<file path="src/rtl/muldiv_issue_ctrl.sv">
// muldiv_issue_ctrl: sequences one pipeline request at a time through an
// external multiply/divide unit and returns a single registered response.
// Flow: IDLE -> ISSUE -> WAIT -> RESP, with a bounded WAIT and a kill path for flushes.
// Optional feature: define MULDIV_RESULT_CACHE_EN to reuse the result of the last
// clean mul/div completion when the same op and operands are requested again.

package muldiv_pkg;
  localparam int XLEN_WIDTH = 32;

  typedef enum logic [3:0] {
    OP_ADD, OP_SUB, OP_SLL, OP_SLT, OP_SLTU, OP_XOR, OP_SRL, OP_SRA,
    OP_OR, OP_AND, OP_MUL, OP_MULH, OP_DIV, OP_DIVU, OP_REM, OP_REMU
  } alu_op_type;
endpackage

module muldiv_issue_ctrl
  import muldiv_pkg::*;
#(
  parameter int TIMEOUT_CYCLES = 64
) (
  input  logic                  clk,
  input  logic                  reset,
  // pipeline request side
  input  logic                  req_valid,
  input  alu_op_type            req_op,
  input  logic [XLEN_WIDTH-1:0] req_rs1,
  input  logic [XLEN_WIDTH-1:0] req_rs2,
  input  logic [4:0]            req_rd,
  output logic                  req_ready,
  output logic                  stall,
  input  logic                  flush,
  // mul/div unit side
  output logic                  md_start,
  output alu_op_type            md_operation,
  output logic [XLEN_WIDTH-1:0] md_operand1,
  output logic [XLEN_WIDTH-1:0] md_operand2,
  input  logic [XLEN_WIDTH-1:0] md_result,
  input  logic                  md_ready,
  input  logic                  md_exception,
  // response side
  output logic                  rsp_valid,
  output logic [XLEN_WIDTH-1:0] rsp_result,
  output logic [4:0]            rsp_rd,
  output logic                  rsp_exception,
  input  logic                  rsp_ready
);

  localparam int CNT_W = $clog2(TIMEOUT_CYCLES + 1);

  typedef enum logic [1:0] {S_IDLE, S_ISSUE, S_WAIT, S_RESP} state_t;

  state_t                state_q;
  logic                  kill_q;
  logic [CNT_W-1:0]      cnt_q;
  logic                  md_start_q;
  logic                  rsp_valid_q;
  alu_op_type            op_q;
  logic [XLEN_WIDTH-1:0] rs1_q;
  logic [XLEN_WIDTH-1:0] rs2_q;
  logic [4:0]            rd_q;
  logic [XLEN_WIDTH-1:0] result_q;
  logic                  exc_q;

  logic                  accept;
  logic                  timeout_hit;
  logic                  cache_hit;
  logic [XLEN_WIDTH-1:0] cache_result;

  function automatic logic is_muldiv(input alu_op_type op);
    return op inside {OP_MUL, OP_MULH, OP_DIV, OP_DIVU, OP_REM, OP_REMU};
  endfunction

  // A flush in IDLE blocks acceptance so the killed stream cannot slip a request in.
  assign req_ready   = (state_q == S_IDLE) && !flush;
  assign stall       = req_valid && !req_ready;
  assign accept      = req_valid && req_ready;
  // Last WAIT cycle: the count started at 0 on WAIT entry.
  assign timeout_hit = (cnt_q == CNT_W'(TIMEOUT_CYCLES - 1));

  assign md_start      = md_start_q;
  assign md_operation  = op_q;
  assign md_operand1   = rs1_q;
  assign md_operand2   = rs2_q;
  assign rsp_valid     = rsp_valid_q;
  assign rsp_result    = result_q;
  assign rsp_rd        = rd_q;
  assign rsp_exception = exc_q;

`ifdef MULDIV_RESULT_CACHE_EN
  logic                  cache_vld_q;
  alu_op_type            cache_op_q;
  logic [XLEN_WIDTH-1:0] cache_rs1_q;
  logic [XLEN_WIDTH-1:0] cache_rs2_q;
  logic [XLEN_WIDTH-1:0] cache_res_q;

  // Only mul/div ops are ever stored, so an op match implies a mul/div request.
  assign cache_hit    = cache_vld_q && (req_op == cache_op_q) &&
                        (req_rs1 == cache_rs1_q) && (req_rs2 == cache_rs2_q);
  assign cache_result = cache_res_q;

  // Remember the last clean unit completion; any flush, exception or timeout drops it.
  always_ff @(posedge clk) begin
    if (reset) begin
      cache_vld_q <= 1'b0;
      cache_op_q  <= OP_ADD;
      cache_rs1_q <= '0;
      cache_rs2_q <= '0;
      cache_res_q <= '0;
    end else if (flush) begin
      cache_vld_q <= 1'b0;
    end else if (state_q == S_WAIT) begin
      if (md_ready) begin
        if (md_exception || kill_q) begin
          cache_vld_q <= 1'b0;
        end else begin
          cache_vld_q <= 1'b1;
          cache_op_q  <= op_q;
          cache_rs1_q <= rs1_q;
          cache_rs2_q <= rs2_q;
          cache_res_q <= md_result;
        end
      end else if (timeout_hit) begin
        cache_vld_q <= 1'b0;
      end
    end
  end
`else
  assign cache_hit    = 1'b0;
  assign cache_result = '0;
`endif

  // Main sequencer: request capture, unit handshake, timeout and response hold.
  always_ff @(posedge clk) begin
    if (reset) begin
      state_q     <= S_IDLE;
      kill_q      <= 1'b0;
      cnt_q       <= '0;
      md_start_q  <= 1'b0;
      rsp_valid_q <= 1'b0;
      op_q        <= OP_ADD;
      rs1_q       <= '0;
      rs2_q       <= '0;
      rd_q        <= '0;
      result_q    <= '0;
      exc_q       <= 1'b0;
    end else begin
      md_start_q <= 1'b0;
      case (state_q)
        S_IDLE: begin
          if (accept) begin
            op_q   <= req_op;
            rs1_q  <= req_rs1;
            rs2_q  <= req_rs2;
            rd_q   <= req_rd;
            kill_q <= 1'b0;
            cnt_q  <= '0;
            if (is_muldiv(req_op) && !cache_hit) begin
              // md_start is registered so it is high for the whole ISSUE cycle.
              state_q    <= S_ISSUE;
              md_start_q <= 1'b1;
            end else begin
              // Non mul/div ops answer 0; a cache hit answers the stored result.
              state_q     <= S_RESP;
              rsp_valid_q <= 1'b1;
              result_q    <= cache_hit ? cache_result : '0;
              exc_q       <= 1'b0;
            end
          end
        end

        S_ISSUE: begin
          state_q <= S_WAIT;
          cnt_q   <= '0;
          if (flush) kill_q <= 1'b1;
        end

        S_WAIT: begin
          if (md_ready) begin
            if (kill_q || flush) begin
              // Killed: the unit handshake is done, drop the result silently.
              state_q <= S_IDLE;
              kill_q  <= 1'b0;
            end else begin
              state_q     <= S_RESP;
              rsp_valid_q <= 1'b1;
              result_q    <= md_result;
              exc_q       <= md_exception;
            end
          end else if (timeout_hit) begin
            if (kill_q || flush) begin
              state_q <= S_IDLE;
              kill_q  <= 1'b0;
            end else begin
              state_q     <= S_RESP;
              rsp_valid_q <= 1'b1;
              result_q    <= '0;
              exc_q       <= 1'b1;
            end
          end else begin
            cnt_q <= cnt_q + 1'b1;
            if (flush) kill_q <= 1'b1;
          end
        end

        S_RESP: begin
          if (flush || rsp_ready) begin
            state_q     <= S_IDLE;
            rsp_valid_q <= 1'b0;
          end
        end

        default: begin
          state_q <= S_IDLE;
        end
      endcase
    end
  end

endmodule

</file>
<file path="config.mk">
export PLATFORM = sky130hd
export DESIGN_NAME = muldiv_issue_ctrl
export DESIGN_NICKNAME = d
export VERILOG_FILES = /design/src/rtl/muldiv_issue_ctrl.sv
export SDC_FILE = /design/constraint.sdc
export NUM_CORES = 1
export LEC_CHECK = 0
export ABC_AREA = 1
export ABC_CLOCK_PERIOD_IN_PS = 2100
export BUFFER_PORTS_ARGS = -buffer_cell sky130_fd_sc_hd__buf_2
export CAP_MARGIN = 20
export CORE_MARGIN = 5
export CORE_UTILIZATION = 47
export CTS_CLUSTER_SIZE = 25
export DETAILED_ROUTE_END_ITERATION = 6
export PLACE_DENSITY = 0.8
export SLEW_MARGIN = 20
export SYNTH_ARGS = -nofsm -noshare
export SYNTH_HDL_FRONTEND = slang
export SYNTH_SLANG_ARGS = --single-unit
</file>
<file path="constraint.sdc">
create_clock -name clk -period 2.1 [get_ports clk]
set_input_delay 0.105 -clock clk [delete_from_list [all_inputs] [get_ports clk]]
set_output_delay 0.105 -clock clk [all_outputs]
set_load 0.005 [all_outputs]
</file>
# After elaboration in Yosys (flattened, before gate mapping)
# Index checks and enable logic that the tools add are counted.
# word_totals
elab_cells	89
output_inout_bits	110
regBits	118
# classes
bitwise_logic	2
n_addsub	1
muxes	39
eq_ne	17
n_reduce_logical	19
# ops
operator	n
$mux W32	6
$pmux W32 S2	1
$eq A4 B4 Y1 const B	6
$mux W7	3
$pmux W7 S3	1
$mux W1	18
$mux W2	6
$ne A2 B2 Y1 const B	6
$reduce_and A5 Y1	2
$pmux W2 S4	1
$add A7 B1 Y7 const B	1
$eq A7 B6 Y1 const B	1
$pmux W1 S3	2
$reduce_bool A3 Y1	2
$reduce_bool A6 Y1	1
$eq A2 B2 Y1 const B	2
$reduce_and A2 Y1	2
$reduce_and A4 Y1	1
$logic_and A1 B1 Y1	3
$ne A3 B3 Y1 const B	1
$reduce_and A3 Y1	1
$reduce_or A3 Y1	1
$eq A2 B1 Y1 const B	1
$logic_not A1 Y1	2
other kinds (5)	7

# Depth between registers and ports, before layout
# depth
word_depth	5
depth_mapped	11
depth_no_buf	10

# Worst setup path after synthesis
# Ideal clock, no wire load.
# synth_path
kind	flip-flop to flip-flop
startpoint	reg state_q[0]
endpoint	reg cnt_q[0]
path_stages_with_launch	11
synth_period_minus_slack_ps	1529
t_arrival_ps	1416
path_buffers	0
setup_time_ps	113
required_ps	1987
slack_ps	571
cell_sequence	dfxtp_1 -> inv_1 -> ha_1 -> inv_1 -> a21oi_1 -> nor2_1 -> inv_1 -> nor2_1 -> nand2_1 -> nand2_1 -> nor2_1
# synth_via
elab_chain_len	5
# synth_lines
element	line_no	rtl
start: declaration	52	state_t state_q;
start signal: assignment	135	state_q <= S_IDLE;
start signal: assignment	159	state_q <= S_ISSUE;
start signal: assignment	163	state_q <= S_RESP;
$logic_not A2 Y1	74, 148	
$logic_and A1 B1 Y1	74	assign req_ready = (state_q == S_IDLE) && !flush;
$logic_and A1 B1 Y1	76	assign accept = req_valid && req_ready;
$ne A2 B2 Y1 (no line)	n/a	
$reduce_and A4 Y1 (no line)	n/a	
end signal: assignment	200	cnt_q <= cnt_q + 1'b1;
end: declaration	54	logic [CNT_W-1:0] cnt_q;
# Several ways; a longest one is shown, not always the timed one.
# A chain may end at the register's enable or synchronous reset.

# Final worst setup path
# layout_path
startpoint	reg state_q[0]
endpoint	reg result_q[13], in the netlist rsp_result[13]
# layout_via
elab_chain_len	5
# layout_lines
element	line_no	rtl
$logic_not A2 Y1	74, 148	
$logic_and A1 B1 Y1	74	
$logic_and A1 B1 Y1	76	
$ne A2 B2 Y1 (no line)	n/a	
$reduce_and A5 Y1 (no line)	n/a	
end signal: assignment	165	result_q <= cache_hit ? cache_result : '0;
end signal: assignment	186	result_q <= md_result;
end: declaration	61	logic [XLEN_WIDTH-1:0] result_q;
# Several ways; a longest one is shown, not always the timed one.

==> metrics.txt <==
# TYPE chip_impl_metric gauge
chip_impl_info{name="run_status",value="finished, final reports clean"} 1
chip_impl_metric{name="avgViaCountPerCell",unit=""} 5.40
chip_impl_metric{name="max_clock_freq",unit="MHz"} 512
chip_impl_metric{name="seq_area",unit="um^2"} 2360
chip_impl_metric{name="max_stage_delay",unit="ps"} 400
chip_impl_metric{name="worstPathRequired",unit="ps"} 2480
chip_impl_metric{name="grt_pass1_vias",unit=""} 5964
chip_impl_info{name="hold_path_class",value="primary input to flip-flop"} 1
chip_impl_metric{name="cap_viol_max_count",unit=""} 0
chip_impl_info{name="synthDominantAreaCellType",value="dfxtp_1"} 1
chip_impl_metric{name="worstSkewPairLatency",unit="ps"} 500
chip_impl_metric{name="power.density",unit="nW/um^2"} 1230
chip_impl_info{name="synth.area.top_cells",value="dfxtp_1 (49%), nand2_1 (14%), nand3_1 (12%)"} 1
chip_impl_info{name="synthTopCellsByCount",value="nand2_1 (175), dfxtp_1 (118), nand3_1 (114), nor2_1 (88), a21oi_1 (82)"} 1
chip_impl_metric{name="post_synth.cell_area_avg",unit="um^2"} 7.24
chip_impl_metric{name="slew-limit-headroom",unit="%"} 49.0
chip_impl_metric{name="finish.cell_count_without_fillers",unit=""} 1119
chip_impl_metric{name="grt_pass1_wl",unit="um"} 29800
chip_impl_metric{name="n_fill_cell",unit=""} 632
chip_impl_metric{name="tritoncts.num_buffers",unit=""} 17
chip_impl_metric{name="globalRouteOverflowTotal",unit=""} 0
chip_impl_metric{name="place_worst_setup_slack",unit="ps"} 233
chip_impl_info{name="worst_setup_sp_type",value="flip-flop"} 1
chip_impl_metric{name="drtAntennaViolNets",unit=""} 0
chip_impl_metric{name="io_buffer_count",unit=""} 221
chip_impl_metric{name="cts.sink_count",unit=""} 118
chip_impl_metric{name="hold_viol",unit=""} 0
chip_impl_metric{name="dr_total_vias",unit=""} 6043
chip_impl_metric{name="wl",unit="um"} 19000
chip_impl_metric{name="multi_input_area",unit="um^2"} 2160
chip_impl_metric{name="syn-num-nets",unit=""} 781
chip_impl_metric{name="chipHeight",unit="um"} 111
chip_impl_metric{name="synth_top_area_share",unit="%"} 49.2
chip_impl_metric{name="fraction_of_registers_with_async_set_or_reset_after_synthesis",unit="%"} 0
chip_impl_metric{name="initial_utilization",unit="%"} 48.6
chip_impl_metric{name="floorplan.die_area",unit="um^2"} 12300
chip_impl_info{name="crit_path_cell_trace",value="inv_1, ha_1, nand3_1, nand2_1, nor2_4, buf_4, nand3_1, nand2_1, nor2_1"} 1
chip_impl_metric{name="yosys_warnings",unit=""} 0
chip_impl_metric{name="timing.final.setup_violations",unit=""} 0
chip_impl_metric{name="setup_total_negative_slack",unit="ps"} 0
chip_impl_metric{name="cts_max_path_buffers",unit=""} 2
chip_impl_metric{name="post-route-cell-area",unit="um^2"} 7660
chip_impl_metric{name="place_hpwl",unit="um"} 9470
chip_impl_metric{name="global_route.usage.total",unit="%"} 29.1
chip_impl_metric{name="arrival",unit="ps"} 2340
chip_impl_info{name="most_numerous_cell_in_the_yosys_netlist",value="nand2_1"} 1
chip_impl_metric{name="ioPinCount",unit=""} 222
chip_impl_metric{name="fraction_of_layout_cells_with_a_size_suffix_above_1",unit="%"} 27.8
chip_impl_metric{name="max-vdd-ir-drop",unit="V"} 0.000677
chip_impl_metric{name="static-leakage-power",unit="nW"} 3.55
chip_impl_metric{name="netlist-cell-type-count",unit=""} 23
chip_impl_metric{name="synth_area",unit="um^2"} 4800
chip_impl_metric{name="seq_area_frac_synth",unit="%"} 49.2
chip_impl_metric{name="clock_skew",unit="ps"} 13.8
chip_impl_metric{name="finalWeightedCongestion",unit=""} 0.857
chip_impl_info{name="timing.critical_path.slowest_stage_cell",value="dfxtp_1"} 1
chip_impl_metric{name="htreeDepth",unit=""} 4
chip_impl_metric{name="synth.ff_latch_count",unit=""} 118
chip_impl_metric{name="drt-initial-drc-count",unit=""} 662
chip_impl_metric{name="nets",unit=""} 1090
chip_impl_metric{name="drv_slew",unit=""} 0
chip_impl_metric{name="wl_per_cell",unit="um"} 17.0
chip_impl_metric{name="cts.clk_slew.worst_paths",unit="ps"} 60
chip_impl_info{name="worst_setup_path_end_kind",value="flip-flop"} 1
chip_impl_metric{name="timing_worst_slew_pin_value",unit="ps"} 765
chip_impl_metric{name="layout_min_cycle_time",unit="ps"} 1950
chip_impl_metric{name="area_of_placed_instances",unit="um^2"} 5970
chip_impl_metric{name="drt_pre_antenna_iters",unit=""} 6
chip_impl_info{name="clock_tree_from_tritoncts",value="built"} 1
chip_impl_metric{name="synthToLayoutAreaGrowth",unit="%"} 59.6
chip_impl_metric{name="fp-row-count",unit=""} 36
chip_impl_metric{name="dp_cells",unit=""} 977
chip_impl_metric{name="period_share",unit="%"} 93.0
chip_impl_metric{name="remaining_drc_errors",unit=""} 0
chip_impl_info{name="setup.worst_path.class",value="flip-flop to flip-flop"} 1
chip_impl_metric{name="grt_start_max_net_pins",unit=""} 82
chip_impl_metric{name="synth_enable_flop_cells",unit=""} 0
chip_impl_metric{name="core_region_area",unit="um^2"} 9860
chip_impl_metric{name="path_max_fanout",unit=""} 27
chip_impl_metric{name="initial_antenna_violation_count",unit=""} 1
chip_impl_metric{name="fin_util",unit="%"} 77.7
chip_impl_info{name="synthFlopType",value="dfxtp_1"} 1
chip_impl_metric{name="die_x",unit="um"} 111
chip_impl_metric{name="final_critical_path_setup_slack",unit="ps"} 147
chip_impl_info{name="clock-root-buffer",value="clkbuf_8"} 1
chip_impl_info{name="unrepaired_setup_endpoints_after_global_routing",value="false"} 1
chip_impl_metric{name="netlist_instances",unit=""} 663
==> repair_timing <==
item	in CTS	in global routing
hold buffers	106	0
endpoints found under the setup margin	0	4
resized for setup	0	1
setup buffers	0	1
endpoints found under the hold margin	106	0
==> registers in the layout (all words and copies together) (netlist names), 2 cells and up <==
name / count
md_operand1: 32
md_operand2: 32
rsp_result: 32
cnt_q: 7
rsp_rd: 5
md_operation: 4
state_q: 2
==> report_power, final <==
group	total, mW	switching, mW	internal [mW]
Sequential	3.06	0.287	2.77
Clock	2.78	1.09	1.69
Combinational	3.57	2.13	1.43
==> through the flow <==
| step | hold slack, ps | power (mW) |
|---|---|---|
| 2_1_floorplan | 230 | 5.20 |
| 3_3_place_gp | 373 | 6.17 |
| 3_5_place_dp | 365 | 6.23 |
| 4_1_cts | 14.4 | 9.17 |
| 5_1_grt | 58.2 | 10.0 |
| 6_report | 34.3 | 9.41 |
==> path summary, 6_finish.rpt <==
path / start / to / slack (ps) / cells after the start
worst max register to register: state_q[0]$_SDFFE_PP0P_ / rsp_result[13]$_SDFFE_PP0P_ / 150 / 9
worst max-delay path: state_q[0]$_SDFFE_PP0P_ / rsp_result[13]$_SDFFE_PP0P_ / 150 / 9
worst min register to register: rsp_result[6]$_SDFFE_PP0P_ / rsp_result[6]$_SDFFE_PP0P_ / 460 / 2
worst min-delay path: md_exception / rsp_exception$_SDFFE_PP0P_ / 30 / 4
==> per-layer routing <==
metal | track usage [%] | part of all wire (%) | up-vias
li1 | - | - | 2786
met1 | 32.4 | 36 | 2739
met2 | 48.7 | 48 | 429
met3 | 10.2 | 11 | 89
met4 | 15.4 | 4.9 | 0
met5 | 0 | 0 | -
==> cell usage in the layout (no fill, tap or decap), types with 3 or more instances in the layout <==
master	instances
a21oi_1	82
inv_2	4
buf_12	4
inv_1	13
clkbuf_16	18
clkinvlp_4	4
o21ai_0	5
inv_6	3
ha_1	6
dfxtp_1	118
nand3_1	113
clkinv_4	3
nor2_1	86
nand2_1	175
buf_4	5
buf_2	221
dlygate4sd3_1	106
==> layout make-up <==
| class | count | share of cell area, % |
|---|---|---|
| Multi-Input combinational cell | 480 | 28.2 |
| Clock buffer | 17 | 5.41 |
| Tap cell | 133 | 2.17 |
| Inverter | 17 | 0.833 |
| Antenna cell | 2 | 0.0653 |
| Sequential cell | 118 | 30.8 |
| Timing Repair Buffer | 338 | 30.5 |
| Clock inverter | 14 | 1.99 |
==> critical path, delay by kind of cell (launching register included) <==
kind                     cells  cell delay [ps]
flip-flops                   1              400
adder cells (fa/ha/maj)      1              260
AND/OR/NAND/NOR              6              780
buffers and inverters        2              410
==> logic make-up after synthesis <==
group                    Yosys count  synth area share [%]
XOR/XNOR                           2                 0.365
AO/OA/AOI/OAI                     88                  9.23
AND/OR/NAND/NOR                  384                  33.6
buffers and inverters             65                  6.05
adder cells (fa/ha/maj)            6                  1.56
flip-flops                       118                  49.2
No activity file was read; power rests on OpenSTA's default activity.
